## config.mk

```make
export PLATFORM = sky130hd
export DESIGN_NAME = negate_seq
export DESIGN_NICKNAME = d
export VERILOG_FILES = /design/src/rtl/negate_seq_pkg.sv /design/src/rtl/negate_seq_ones.sv /design/src/rtl/negate_seq.sv
export SDC_FILE = /design/constraint.sdc
export NUM_CORES = 1
export LEC_CHECK = 0
export BUFFER_PORTS_ARGS = -buffer_cell sky130_fd_sc_hd__buf_2
export CELL_PAD_IN_SITES_DETAIL_PLACEMENT = 0
export CELL_PAD_IN_SITES_GLOBAL_PLACEMENT = 2
export CORE_ASPECT_RATIO = 1.25
export CORE_MARGIN = 4
export CORE_UTILIZATION = 29
export DETAILED_ROUTE_END_ITERATION = 10
export PLACE_DENSITY_LB_ADDON = 0.1
export SYNTH_ARGS = -nofsm -noshare
export SYNTH_HDL_FRONTEND = slang
export SYNTH_SLANG_ARGS = --single-unit
```

## constraint.sdc

```tcl
create_clock -name clk -period 1.7 [get_ports clk]
set_clock_uncertainty 0.05 [all_clocks]
set_input_delay 0.34 -clock clk [delete_from_list [all_inputs] [get_ports clk]]
set_output_delay 0.34 -clock clk [all_outputs]
set_load 0.1 [all_outputs]
```

## src/rtl/negate_seq_pkg.sv

```systemverilog
// negate_seq_pkg: shared FSM encoding and sizing helper for negate_seq
package negate_seq_pkg;
   typedef enum logic [1:0] {IDLE, RUN, DONE} state_t;
   function automatic int cnt_bits(input int n);
      return $clog2(n + 1);
   endfunction
endpackage

```

## src/rtl/negate_seq_ones.sv

```systemverilog
// ones: bitwise ones' complement of a chunk
module ones #(
   parameter int WIDTH = 1
) (
   input  logic [WIDTH-1:0] a,
   output logic [WIDTH-1:0] y
);
   assign y = ~a;
endmodule

```

## src/rtl/negate_seq.sv

```systemverilog
// negate_seq: serial two's-complement negate/pass, CHUNK bits per cycle, LSB first
module negate_seq
   import negate_seq_pkg::*;
#(
   parameter int WIDTH = 8,
   parameter int CHUNK = 2
) (
   input  logic             clk,
   input  logic             rst,
   input  logic             in_valid,
   output logic             in_ready,
   input  logic [WIDTH-1:0] in_data,
   input  logic             in_neg,
   output logic             out_valid,
   input  logic             out_ready,
   output logic [WIDTH-1:0] out_data,
   output logic             out_ovf
);
   localparam int N = WIDTH / CHUNK;
   localparam int CW = cnt_bits(N);
   localparam logic [WIDTH-1:0] MOST_NEG = {1'b1, {(WIDTH-1){1'b0}}};
   state_t state, nxt;
   logic [WIDTH-1:0] sr;
   logic carry, neg, ovf, last;
   logic [CW-1:0] cnt;
   logic [CHUNK-1:0] inv, opnd;
   logic [CHUNK:0] sum;
   ones #(.WIDTH(CHUNK)) u_ones (.a(sr[CHUNK-1:0]), .y(inv));
   assign opnd = neg ? inv : sr[CHUNK-1:0];
   assign sum = {1'b0, opnd} + {{CHUNK{1'b0}}, carry};
   assign last = cnt == CW'(N - 1);
   always_ff @(posedge clk or posedge rst) begin
      if (rst) begin
         state <= IDLE;
         sr    <= '0;
         carry <= 1'b0;
         neg   <= 1'b0;
         ovf   <= 1'b0;
         cnt   <= '0;
      end else begin
         state <= nxt;
         if (state == IDLE && in_valid) begin
            sr    <= in_data;
            carry <= in_neg;
            neg   <= in_neg;
            ovf   <= in_neg && in_data == MOST_NEG;
            cnt   <= '0;
         end else if (state == RUN) begin
            // sum chunk enters at the top as the low chunk shifts out
            sr    <= WIDTH'({sum[CHUNK-1:0], sr} >> CHUNK);
            carry <= sum[CHUNK];
            cnt   <= cnt + CW'(1);
         end
      end
   end
   always_comb begin
      nxt = (state == IDLE && in_valid)  ? RUN  :
            (state == RUN && last)       ? DONE :
            (state == DONE && out_ready) ? IDLE : state;
   end
   always_comb begin
      in_ready  = state == IDLE;
      out_valid = state == DONE;
      out_data  = out_valid ? sr : '0;
      out_ovf   = out_valid & ovf;
   end
endmodule
```

---- Word level (Yosys, flattened, before mapping) ----
Cells that the tools add are included.
word-level totals
  flip-flop bits (word level) ............. 16
  input bits .............................. 13
  output and inout bits ................... 11
  word-level logic and storage cells ...... 32
cells by class
  reductions and logical operators ........ 7
  equality and inequality tests ........... 4
  multiplexer cells ....................... 11
  $add $sub $neg .......................... 2
  bitwise gates (word level) .............. 2
operators with widths
  operator                                              number
  2-to-1 mux 8 bit                                      3
  equality test 8 bit (second input constant)           1
  2-to-1 mux 2 bit                                      4
  2-to-1 mux 3 bit                                      2
  logical AND 1 bit                                     4
  adder 2 x 1 -> 3 bit                                  1
  adder 3 x 1 -> 3 bit (second input constant)          1
  equality test 3 x 2 -> 1 bit (second input constant)  1
  nonzero test 3 bit                                    1
  equality test 2 x 1 -> 1 bit (second input constant)  1
  equality test 2 bit (second input constant)           1
  logical NOT 2 bit                                     1
  2-to-1 mux 1 bit                                      2
  inverter 2 bit                                        1
  nonzero test 2 bit                                    1
  bitwise AND 1 bit                                     1

---- Logic depth before layout (Yosys ltp) ----
  depth after elaboration ................. 5
  gate-level depth with buffers ........... 6
  gate-level depth less buffers ........... 6

---- By module ----
A second synthesis with hierarchy kept.
second synthesis, totals
  cells, all modules ...................... 96
  area, all modules ....................... 874.6 um2
by module, submodules not included
  module      seq. area each (um2)  area each (um2)  instances  cells each
  negate_seq  400.4                 867.1            1          94
  ones        0.0                   7.5              1          2

---- Worst setup path after synthesis ----
No wires, ideal clock.
  path kind ............................... flip-flop to output port
  from .................................... register state[1]
  to ...................................... output port in_ready
  buffers on the path ..................... 2
  arrival ................................. 1934 ps
  data required time ...................... 1310 ps
  stages on the path, launching flop included .. 4
  path slack .............................. -624 ps
  path through ............................ dfrtp_1 -> buf_2 -> clkbuf_1 -> nor2_1
on the way
  longest elaborated chain between the ends .. 1
ends and longest elaborated chain
  what                    RTL line          text
  from (decl)             negate_seq.sv:22  state_t state, nxt;
  from (signal assigned)  negate_seq.sv:41  state <= nxt;
  logical NOT 2 bit       negate_seq.sv:62  in_ready = state == IDLE;
  to (decl)               negate_seq.sv:11  output logic in_ready,
Every way passes these cells.

---- Worst setup path in the final report ----
  from .................................... register state[0]
  to ...................................... output port out_data[6]
on the way
  longest elaborated chain between the ends .. 2
ends and longest elaborated chain
  what                 RTL line          text
  equality test 2 bit  negate_seq.sv:63  out_valid = state == DONE;
  2-to-1 mux 8 bit     negate_seq.sv:64  out_data = out_valid ? sr : '0;
  to (decl)            negate_seq.sv:16  output logic [WIDTH-1:0] out_data,
Every way passes these cells.

==> flow_metrics.py <==
metrics = {
    "sta": {
        "whs_ns": 0.0721,
        "post-route-period-util_pct": 101,
        "fmax_mhz": 582,
        "setup_slack_ns": -0.0170,
        "worst_pin_slew_ns": 0.640,
        "hold_viol": 0,
        "drv_slew": 0,
        "setup_viol": 6,
        "period_needed_ns": 1.72,
        "rsz0062_at_grt": "yes",
        "slew_headroom_pct": 57.3,
        "tns_ns": -0.0963,
    },
    "placed_design": {
        "portBuffers": 23,
        "post-place-ws_ns": 0.127,
        "placed_cell_area_um2": 1240,
        "routabilityCongestion": 0.743,
        "hpwlAfterDp_mm": 1.71,
        "placed_cells": 152,
    },
    "floorplan": {
        "io_pins": 24,
        "dieWidth_um": 56.9,
        "coreArea_um2": 2760,
        "die_h_um": 69.1,
        "initial_utilization_pct": 31.4,
        "rows": 21,
        "dieArea_um2": 3930,
    },
    "setup_path": {
        "crit_arrival_ns": 1.33,
        "path_class": "reg -> out",
        "cp-end-kind": "output port",
        "reg2reg_to": "sr[7]",
        "crit_fanout": 7,
        "cp.required_ns": 1.31,
        "cp-start-kind": "flip-flop",
        "crit_start": "state[0]",
        "worstReg2RegStart": "neg",
        "worstRegToRegCells": 6,
        "rrSetupSlack_ns": 0.12,
    },
    "global_routing": {
        "grt_pass1_wl_mm": 3.92,
        "grt_pass1_vias": 833,
        "antenna_found_initial": 0,
        "grtUsageTotal_pct": 12.5,
        "grt_max_degree": 19,
        "grt.overflow.total": 0,
    },
    "synthesis": {
        "yosysTopAreaCell": "dfrtp_1",
        "synthCells": 94,
        "syn_nets": 111,
        "synth-seq-area-share_pct": 46.2,
        "synth_top_area_share_pct": 46.2,
        "ys_top_cells_by_count": "16 x dfrtp_1, 13 x nand2_1, 13 x o21ai_0",
        "synth.most_common_cell": "dfrtp_1",
        "synth-main-ff-cell": "dfrtp_1",
        "ys_top_cells_by_area": "dfrtp_1 46%, and2_1 7.9%, o21ai_0 7.5%, a22oi_1 6.1%, ha_1 5.8%",
        "ys_async_sr_fraction_pct": 100,
        "synth-edff-count": 0,
        "netlist_area_um2": 866,
        "post_synth_num_cell_types": 21,
        "ys_ff_latch": 16,
        "yosys_warnings": 0,
        "avgSynthCellArea_um2": 9.21,
    },
    "route": {
        "viasPerCell": 4.84,
        "drt-total-wl_mm": 2.23,
        "via_count": 760,
        "drt-initial-drc-count": 8,
        "routedWlPerCell_um": 14.2,
        "drt_pre_antenna_iters": 4,
        "ant_nets": 0,
        "drc": 0,
    },
    "power_and_ir_drop": {
        "swShare_pct": 24.2,
        "ir_worst_vdd_v": 0.000234,
        "p_int_uw": 499,
        "clock_power_share_pct": 30.7,
        "p_seq_share_pct": 60.6,
        "combPwrFrac_pct": 8.8,
        "p_per_area_nw_per_um2": 513,
        "p_sw_uw": 159,
        "total_leakage_power_nw": 0.589,
        "power.total_uw": 659,
    },
    "cells_and_area": {
        "postLayoutCoreUtil_pct": 46.5,
        "multi_input_area_um2": 455,
        "diodes": 0,
        "seqCellArea_um2": 400,
        "finalNetCount": 142,
        "drive_above_1_share_pct": 39.0,
        "fin_area_um2": 1280,
        "fillers": 281,
        "fin_cells": 157,
        "areaGrowthSynthToFinish_pct": 48.3,
    },
    "clock_tree": {
        "clkTransAtPathRegs_ns": 0.10,
        "cts_buffers": 3,
        "cts_root_buffer": "clkbuf_4",
        "clock_path_buffers": 2,
        "htreeDepth": 1,
        "clock-sinks": 16,
        "insertion_delay_ns": 0.28,
        "cts_tree": "yes",
    },
    "worst_hold_path": {
        "hp-class": "in -> async",
    },
    "job": {
        "max-cap-violations": 0,
    },
    "outcome": {
        "violations": "setup timing",
        "outcome": "complete, but fails checks",
    },
}
cells in the final DEF (no fill, tap or decap), types with 3 or more instances in the layout:
cell / count
nor2b_1: 3
nand2_1: 13
buf_12: 11
buf_2: 12
dfrtp_1: 16
ha_1: 4
clkbuf_4: 3
buf_4: 9
inv_1: 4
o21ai_0: 13
and2_4: 9
a22oi_1: 7
how the worst max path moves through the flow:
stage / endpoint / slack [ns]
final: out_data[6] / -0.02
after global routing: out_ovf / -0.09
after CTS: out_data[0] / -0.03
after detailed placement: sr[7] / 0.13
after global placement: sr[7] / 0.17
after floorplan: in_ready / -0.17
repair_timing:
| item | 4_1_cts | 5_1_grt |
|---|---|---|
| pin swaps | 4 | 0 |
| buffers inserted | 2 | 0 |
| hold buffers | 0 | 0 |
| endpoints found under the setup margin | 9 | 23 |
| resized for setup | 0 | 2 |
worst max-delay path: stages (launching register included):
cell and delay, ns:
dfrtp_1 0.40, nor2b_1 0.15, buf_4 0.18, and2_4 0.16, buf_12 0.16
cells by family after synthesis:
| family | Yosys count | share of synthesized area [%] |
|---|---|---|
| compound gates | 27 | 18.8 |
| xor+xnor | 2 | 2.02 |
| fa+ha+maj | 4 | 5.78 |
| buf+inv | 10 | 5.06 |
| flops | 16 | 46.2 |
| mux | 1 | 1.30 |
| simple gates | 34 | 20.8 |
final cells by class:
class / instances / area share [%]
Tap cell: 34 / 3.31
Clock buffer: 3 / 1.75
Timing Repair Buffer: 32 / 27.1
Sequential cell: 16 / 31.2
Multi-Input combinational cell: 68 / 35.5
Inverter: 4 / 1.17
flip-flops by register name, summed over array words and instances (netlist names):
register,cells
sr,8
cnt,3
state,2
carry,1
neg,1
ovf,1
per-layer routing:
metal	part of all wire (%)	vias up	global-route usage, %
met1	42	359	16.4
met2	53	15	21.0
met4	0.67	0	3.87
met5	0	-	0
li1	-	384	-
met3	3.7	2	2.05
power groups by stage:
stage,sequential (mW),combinational (mW),clock (mW)
detailed placement,0.407,0.0591,0
finish,0.399,0.0577,0.202
CTS,0.399,0.0594,0.208
global placement,0.406,0.0575,0
floorplan,0.404,0.0306,0
global route,0.401,0.0675,0.230
Power figures use the tool's default switching activity.
